### config.mk
export PLATFORM = sky130hd
export DESIGN_NAME = rpi_read_port
export DESIGN_NICKNAME = d
export VERILOG_FILES = /design/src/rtl/rpi_read_port.sv
export SDC_FILE = /design/constraint.sdc
export NUM_CORES = 1
export LEC_CHECK = 0
export CORE_MARGIN = 2
export CORE_UTILIZATION = 23
export CTS_CLUSTER_SIZE = 40
export DETAILED_ROUTE_END_ITERATION = 12
export GPL_TIMING_DRIVEN = 0
export SLEW_MARGIN = 10
export SYNTH_ARGS = -nofsm -noshare
export SYNTH_HDL_FRONTEND = slang
export SYNTH_SLANG_ARGS = --single-unit
export TNS_END_PERCENT = 10
### constraint.sdc
create_clock -name clk50 -period 3.2 [get_ports clk50]
set_clock_uncertainty 0.1 [all_clocks]
set_input_delay 0.32 -clock clk50 [delete_from_list [all_inputs] [get_ports clk50]]
set_output_delay 0.32 -clock clk50 [all_outputs]
set_load 0.005 [all_outputs]
### src/rtl/rpi_read_port.sv
// rpi_read_port
// Read-side bridge between the clk50 event FIFO and the RPi bit-banged reader.
// The RPi strobes (rd_clk_async / rd_en_async) are synchronised into clk50.
// Each accepted rising edge of the strobe pops one FIFO word onto otube.
// The word is held on otube with rd_valid until the next accepted strobe.
// A latched STOP_WORD marks the end of an event frame. Sticky error flags
// report underflow, overrun and read timeout.
//
// Optional feature macro: READ_PARITY_EN
//   When defined, adds output rd_parity = ^otube. It is registered together
//   with otube, and the RPi uses it for an even-parity check on each word.
//
// state   | meaning
// --------+-------------------------------------------------------------
// ST_IDLE | otube/rd_valid hold; waiting for an accepted strobe
// ST_POP  | fifo_rd_en was pulsed last edge; arm the latency timer
// ST_WAIT | waiting up to LAT_MAX cycles for fifo_valid

module rpi_read_port #(
  parameter int                SYNC_STAGES = 2,
  parameter int                DATA_W      = 16,
  parameter int                LAT_MAX     = 4,
  parameter logic [DATA_W-1:0] STOP_WORD   = {DATA_W{1'b1}}
) (
  input  logic              clk50,
  input  logic              rst,
  input  logic              rd_clk_async,
  input  logic              rd_en_async,
  input  logic [DATA_W-1:0] fifo_dout,
  input  logic              fifo_valid,
  input  logic              fifo_empty,
  output logic              fifo_rd_en,
  output logic [DATA_W-1:0] otube,
  output logic              rd_valid,
  output logic              rd_empty,
  output logic              frame_done,
  output logic [7:0]        word_cnt,
  output logic [2:0]        err_flags
`ifdef READ_PARITY_EN
  ,
  output logic              rd_parity
`endif
);

  // The timer counts down from LAT_MAX-1 to 0, so the counter covers LAT_MAX
  // cycles in WAIT. Those are the cycles fifo_rd_en+1 .. fifo_rd_en+LAT_MAX.
  localparam int CNT_W = (LAT_MAX > 1) ? $clog2(LAT_MAX) : 1;
  localparam logic [CNT_W-1:0] CNT_LOAD = CNT_W'(LAT_MAX - 1);

  typedef enum logic [1:0] {
    ST_IDLE = 2'd0,
    ST_POP  = 2'd1,
    ST_WAIT = 2'd2
  } state_t;

  state_t           state;
  logic [CNT_W-1:0] wait_cnt;

  logic [SYNC_STAGES-1:0] clk_sync;
  logic [SYNC_STAGES-1:0] en_sync;
  logic                   clk_s_d;
  logic                   accept_r;
  logic                   rd_clk_s;
  logic                   rd_en_s;
  logic                   latch_word;

  assign rd_clk_s = clk_sync[SYNC_STAGES-1];
  assign rd_en_s  = en_sync[SYNC_STAGES-1];

  // A word is taken whenever the FIFO answers while a pop is outstanding.
  // A late fifo_valid that arrives in IDLE (after a timeout or a reset) is ignored.
  assign latch_word = fifo_valid && ((state == ST_POP) || (state == ST_WAIT));

  // Synchronise both strobes, then register the accept pulse.
  // The accept register adds the extra cycle, so fifo_rd_en comes SYNC_STAGES+2 cycles after the strobe.
  always_ff @(posedge clk50 or posedge rst) begin
    if (rst) begin
      clk_sync <= '0;
      en_sync  <= '0;
      clk_s_d  <= 1'b0;
      accept_r <= 1'b0;
    end else begin
      clk_sync <= {clk_sync[SYNC_STAGES-2:0], rd_clk_async};
      en_sync  <= {en_sync[SYNC_STAGES-2:0], rd_en_async};
      clk_s_d  <= rd_clk_s;
      accept_r <= rd_clk_s & ~clk_s_d & rd_en_s;
    end
  end

  // Registered copy of the FIFO empty flag, used to gate pops.
  always_ff @(posedge clk50 or posedge rst) begin
    if (rst) begin
      rd_empty <= 1'b0;
    end else begin
      rd_empty <= fifo_empty;
    end
  end

  // Read sequencer: pop, wait for data with a timeout, and record errors.
  always_ff @(posedge clk50 or posedge rst) begin
    if (rst) begin
      state      <= ST_IDLE;
      wait_cnt   <= '0;
      fifo_rd_en <= 1'b0;
      rd_valid   <= 1'b0;
      err_flags  <= 3'b000;
    end else begin
      fifo_rd_en <= 1'b0;
      case (state)
        ST_IDLE: begin
          if (accept_r) begin
            rd_valid <= 1'b0;
            if (!rd_empty) begin
              fifo_rd_en <= 1'b1;
              state      <= ST_POP;
            end else begin
              err_flags[0] <= 1'b1;
            end
          end
        end

        ST_POP: begin
          if (accept_r) begin
            err_flags[1] <= 1'b1;
          end
          if (fifo_valid) begin
            rd_valid <= 1'b1;
            state    <= ST_IDLE;
          end else begin
            wait_cnt <= CNT_LOAD;
            state    <= ST_WAIT;
          end
        end

        ST_WAIT: begin
          if (accept_r) begin
            err_flags[1] <= 1'b1;
          end
          if (fifo_valid) begin
            rd_valid <= 1'b1;
            state    <= ST_IDLE;
          end else if (wait_cnt == '0) begin
            err_flags[2] <= 1'b1;
            state        <= ST_IDLE;
          end else begin
            wait_cnt <= wait_cnt - CNT_W'(1);
          end
        end

        default: begin
          state <= ST_IDLE;
        end
      endcase
    end
  end

  // Word capture, frame marking and the per-frame word counter.
  always_ff @(posedge clk50 or posedge rst) begin
    if (rst) begin
      otube      <= '0;
      frame_done <= 1'b0;
      word_cnt   <= 8'd0;
    end else begin
      frame_done <= 1'b0;
      if (latch_word) begin
        otube <= fifo_dout;
        if (fifo_dout == STOP_WORD) begin
          frame_done <= 1'b1;
          word_cnt   <= 8'd0;
        end else if (word_cnt != 8'hFF) begin
          word_cnt <= word_cnt + 8'd1;
        end
      end
    end
  end

`ifdef READ_PARITY_EN
  // Parity follows otube exactly, so it updates only when a word is latched.
  always_ff @(posedge clk50 or posedge rst) begin
    if (rst) begin
      rd_parity <= 1'b0;
    end else if (latch_word) begin
      rd_parity <= ^fifo_dout;
    end
  end
`endif

endmodule
## Word-level counts from Yosys, hierarchy flattened

Cells that the tools add are included.

| word-level totals | value |
|---|---|
| bits in writable memories | 0 |
| memories | 0 |
| logic and storage cells | 67 |
| bits in latches | 0 |
| ROM bits | 0 |
| output and inout bits | 31 |
| register bits | 41 |
| bits of input ports | 22 |

| cells by class | value |
|---|---|
| divide/modulo/power cells | 0 |
| bitwise gates (word level) | 4 |
| multiply operators | 0 |
| add/subtract/negate cells | 2 |
| shift-type cells | 0 |
| mux-type cells | 20 |
| reductions and logical operators | 15 |
| equality and inequality tests | 11 |
| order comparisons | 0 |

Operator list:

| cell | count |
|---|---|
| $eq 16x16->1 const B | 1 |
| $mux 2 | 8 |
| $mux 8 | 2 |
| $reduce_and 3->1 | 4 |
| $ne 2x2->1 const B | 5 |
| $add 8x1->8 const B | 1 |
| $ne 8x8->1 const B | 1 |
| $mux 1 | 7 |
| $pmux 2 s3 | 1 |
| $reduce_bool 2->1 | 3 |
| $logic_not 2->1 | 2 |
| $pmux 2 s2 | 1 |
| $reduce_and 2->1 | 2 |
| $reduce_and 4->1 | 1 |
| $ne 3x2->1 const B | 1 |
| $and 1x1->1 | 2 |
| $eq 2x1->1 const B | 1 |
| $eq 2x2->1 const B | 1 |
| $ne 2x1->1 const B | 1 |
| $not 1->1 | 2 |
| $pmux 1 s2 | 1 |
| $reduce_or 2->1 | 1 |
| $sub 2x1->2 const B | 1 |
| $logic_and 1x1->1 | 1 |
| $logic_or 1x1->1 | 1 |

## Logic depth before layout (Yosys ltp)

| logic depth | value |
|---|---|
| depth in word-level cells | 4 |
| mapped depth | 7 |
| depth with buffers taken out | 6 |

## Worst setup path after synthesis

No wires, ideal clock.

| timing path | value |
|---|---|
| path kind | reg-to-reg |
| start | register state[0] |
| end | register otube[0] |
| path buffers | 2 |
| stages on the path, launching flop included | 8 |
| setup time | 0.065 ns |
| required time | 3.035 ns |
| arrival | 1.462 ns |
| clock period less this slack | 1.627 ns |
| path slack | 1.573 ns |
| cell sequence | dfrtp_1 > inv_1 > ha_1 > nand2_1 > buf_2 > buf_1 > nand2_1 > nand2_1 |

| between the ends | value |
|---|---|
| word-level cells in the longest chain between the ends | 3 |
| elaborated cells on any way between the ends | 4 |
| classes of those cells | eq/ne: 2; reduce/logical: 2 |

RTL lines:

| what | RTL line | source |
|---|---|---|
| start: declaration | 56 | `state_t state;` |
| start signal: assignment | 102 | `state <= ST_IDLE;` |
| start signal: assignment | 115 | `state <= ST_POP;` |
| start signal: assignment | 128 | `state <= ST_IDLE;` |
| $eq 2x1->1 or $eq 2x2->1 (tied branches) | 72 | `assign latch_word = fifo_valid && ((state == ST_POP) \|\| (state == ST_WAIT));` |
| $logic_or 1x1->1 * | 72 |  |
| $logic_and 1x1->1 * | 72 |  |
| end signal: assignment | 166 | `otube <= fifo_dout;` |
| end: declaration | 33 | `output logic [DATA_W-1:0] otube,` |

Every way passes the cells marked *; elsewhere a longest branch is shown, timed or not.
A chain may end at the register's enable or synchronous reset.

## Worst setup path in the final report

| timing path | value |
|---|---|
| start | register state[0] |
| end | register otube[14] |

Same word-level chain as after synthesis.

==> metrics.md <==
| Metric | Value |
|---|---|
| Number of max-cap violations | 0 |
| Tmin final | 1986 ps |
| Detail-routed net length per standard cell | around 12 µm |
| Worst Max-Slew Pin Slew | approximately 480 ps |
| Synth Cell Area | approximately 1800 µm² |
| Starting Density | 0.2396 |
| Clock power frac | 0.177 |
| Syn avg cell area | 9.759 µm² |
| Final setup margin | 1214 ps |
| Pre-CTS setup slack | 1088 ps |
| Row cnt | 31 |
| Post-synthesis register bit count | 41 |
| Synth cell types | 30 |
| Flop pwr share | 0.427 |
| Synth-to-layout area growth | 42.73% |
| Routing usage on met3 | 0.02739 |
| Gr usage total | 0.1028 |
| Met1 Resource Use GR | 0.1294 |
| H-tree levels | 2 |
| Hold Path Class | primary input to async pin |
| Global-route met2 utilization | 0.1648 |
| Clock Sink Count | 41 |
| Vias | 1472 |
| Post-synthesis net count | 208 |
| Commonest non-fill, non-tap cell in the layout | nand2_1 |
| Internal power | between 1 and 1.5 mW |
| RSZ-0062 raised after global routing | false |
| Fin area | 2507 µm² |
| Leak pwr | 1.130 nW |
| Core box area | 7331 µm² |
| Reg2reg setup slack | roughly 1200 ps |
| Reg2Reg Capture Point | otube[14] |
| CTS root buf | clkbuf_8 |
| Setup bufs post-CTS | 0 |
| DR vias/cell | 4.329 |
| Final core utilization | 0.3420 |
| Ratio of cells with drive above 1 in the final layout | 0.07469 |
| Detailed placement HPWL | 3.036 mm |
| DRT antenna net count | 0 |
| Tot Pwr | 1.865 mW |
| Initial detailed-routing violation count | 84 |
| Most frequent cells in the layout | nand2_1 (57), clkdlybuf4s50_1 (52), dfrtp_1 (41) |
| Placed cell count | 332 |
| Die Area | 8353 µm² |
| Global placer's final weighted congestion | between 0.8 and 0.9 |
| Slew HR | 0.6815 |
| RR Startpoint | state[0] |
| Placed cell areas | 2421 µm² |
| Clk Latency, worst-skew pair | 290 ps |
| R2r worst-path depth | 7 |
| Final cycle utilization of the critical path | 0.6206 |
| Max-slew violation count | 0 |
| Setup crit start kind | flip-flop |
| Vias in the first global route | 1489 |
| Filler cells | 758 |
| Final setup fails | 0 |
| CTS tree | built |
| Setup TNS Final | 0 ps |
| Post-synthesis sequential area ratio | 0.5840 |
| Io pins | 53 |
| Drt total wl | 4.071 mm |
| Crit path DAT | 2120 ps |
| Final Hold Viols | 0 |
| Grt total ovfl | 0 |
| Switching power | 0.6281 mW |
| Longest Clk Path Bufs | 2 |
| Inserted Diodes | 0 |
| GRT Max-Usage Layer | met2 |
| Port bufs | 52 |
| Hold buffer count at CTS | 0 |
| Worst Setup End Kind | flip-flop |
| CTS resizes | 0 |
| Part of the power in combinational logic | 0.395 |
| Fmax | 503.5 MHz |
| Cells after Synth | 180 |
| First-pass GRT wire length | roughly 6.9 mm |
| Die W | 91.40 µm |
| WS Path Type | flip-flop to flip-flop |
| Status | finished, final reports clean |
| Min Hold Slack | 211.2 ps |
| First drt pass iteration count | 4 |
| Fraction of registers with async set/reset | 1.000 |
| Die Y | about 90 µm |
| Non-filler instance count after layout | 340 |
| Nets | 268 |
| Maximum vdd drop | about 270 µV |
| Number of synthesized flops with an enable pin | 0 |
| Crit-path max FO | 10 |
| CP Data Required Time | 3330 ps |
| Sw frac | 0.3367 |
| Top FF cell, synth | dfrtp_1 |
| YS warnings | 0 |
| Cts bufs inserted | 5 |
| Largest net degree at the start of global routing | 27 |
| Initial antenna violation count | 0 |
| Final routed DRC violation total | 0 |
| Clock slew at reported path FFs | 80 ps |
| Pwr dens | 744.0 nW/µm² |
## sequential cells by signal, indices dropped and copies added (netlist names)
signal      cells
err_flags       3
clk_s_d         1
rd_valid        1
accept_r        1
frame_done      1
state           2
word_cnt        8
clk_sync        2
rd_empty        1
otube          16
en_sync         2
wait_cnt        2
fifo_rd_en      1
## power groups by stage
stage	Combinational [mW]	Clock, mW	Sequential [mW]
6_report	0.737	0.331	0.797
5_1_grt	0.836	0.368	0.823
4_1_cts	0.753	0.347	0.799
3_5_place_dp	0.753	0	0.804
3_3_place_gp	0.735	0	0.807
2_1_floorplan	0.344	0	0.798
## worst max-delay path, cell delays in order, from the launching register on
cell and delay [ps]:
dfrtp_1 410, inv_1 80, ha_1 340, nand2_1 160
buf_2 250, buf_1 400, nand2_1 100, nand2_1 80
## metal layers
layer | vias up | share of wire | wire, µm
met4 | 0 | 0.019 | 79
met1 | 700 | 0.47 | 1925
li1 | 728 | - | -
met2 | 37 | 0.47 | 1901
met5 | - | 0 | 0
met3 | 7 | 0.041 | 165
## cell usage after synthesis (2+ instances only)
cell type / count / area share
nand2_1: 57 / 0.12
dfrtp_1: 41 / 0.58
inv_1: 11 / 0.024
nor2_1: 11 / 0.024
a21oi_1: 9 / 0.026
ha_1: 6 / 0.043
o21ai_0: 6 / 0.017
nand4_1: 4 / 0.014
a22o_1: 3 / 0.015
a31oi_1: 3 / 0.011
and3_1: 3 / 0.011
nand3_1: 3 / 0.0085
a31o_2: 2 / 0.010
buf_2: 2 / 0.0057
clkbuf_1: 2 / 0.0043
nor3_1: 2 / 0.0057
o22a_1: 2 / 0.010
## how the worst max path moves through the flow
stage,start,to,slack (ps),cells past startpoint
after detailed placement,fifo_valid,word_cnt[3],1090,5
after CTS,state[0],otube[3],1170,7
after global placement,rst,word_cnt[5],930,2
after global routing,state[0],word_cnt[3],1000,6
after floorplan,state[0],otube[0],1570,7
final,state[0],otube[14],1210,7
## area by class of cell
type	count	area, µm²	share of cell area
Inverter	11	41.29	0.01647
Tap cell	99	123.9	0.04940
Timing Repair Buffer	53	540.5	0.2156
Clock inverter	3	17.52	0.006986
Sequential cell	41	1026	0.4092
Clock buffer	5	68.82	0.02745
Multi-Input combinational cell	123	668.1	0.2665
Buffer	5	21.27	0.008483
## logic make-up (layout without fill, tap and decap cells)
kind of cell	Yosys count	after routing	share of synthesized area
simple gates	84	84	0.2137
compound gates	32	32	0.1175
fa+ha+maj	6	6	0.04273
buf+inv	16	77	0.03561
mux	1	1	0.006410
flops	41	41	0.5840
(Power assumes the default switching activity.)
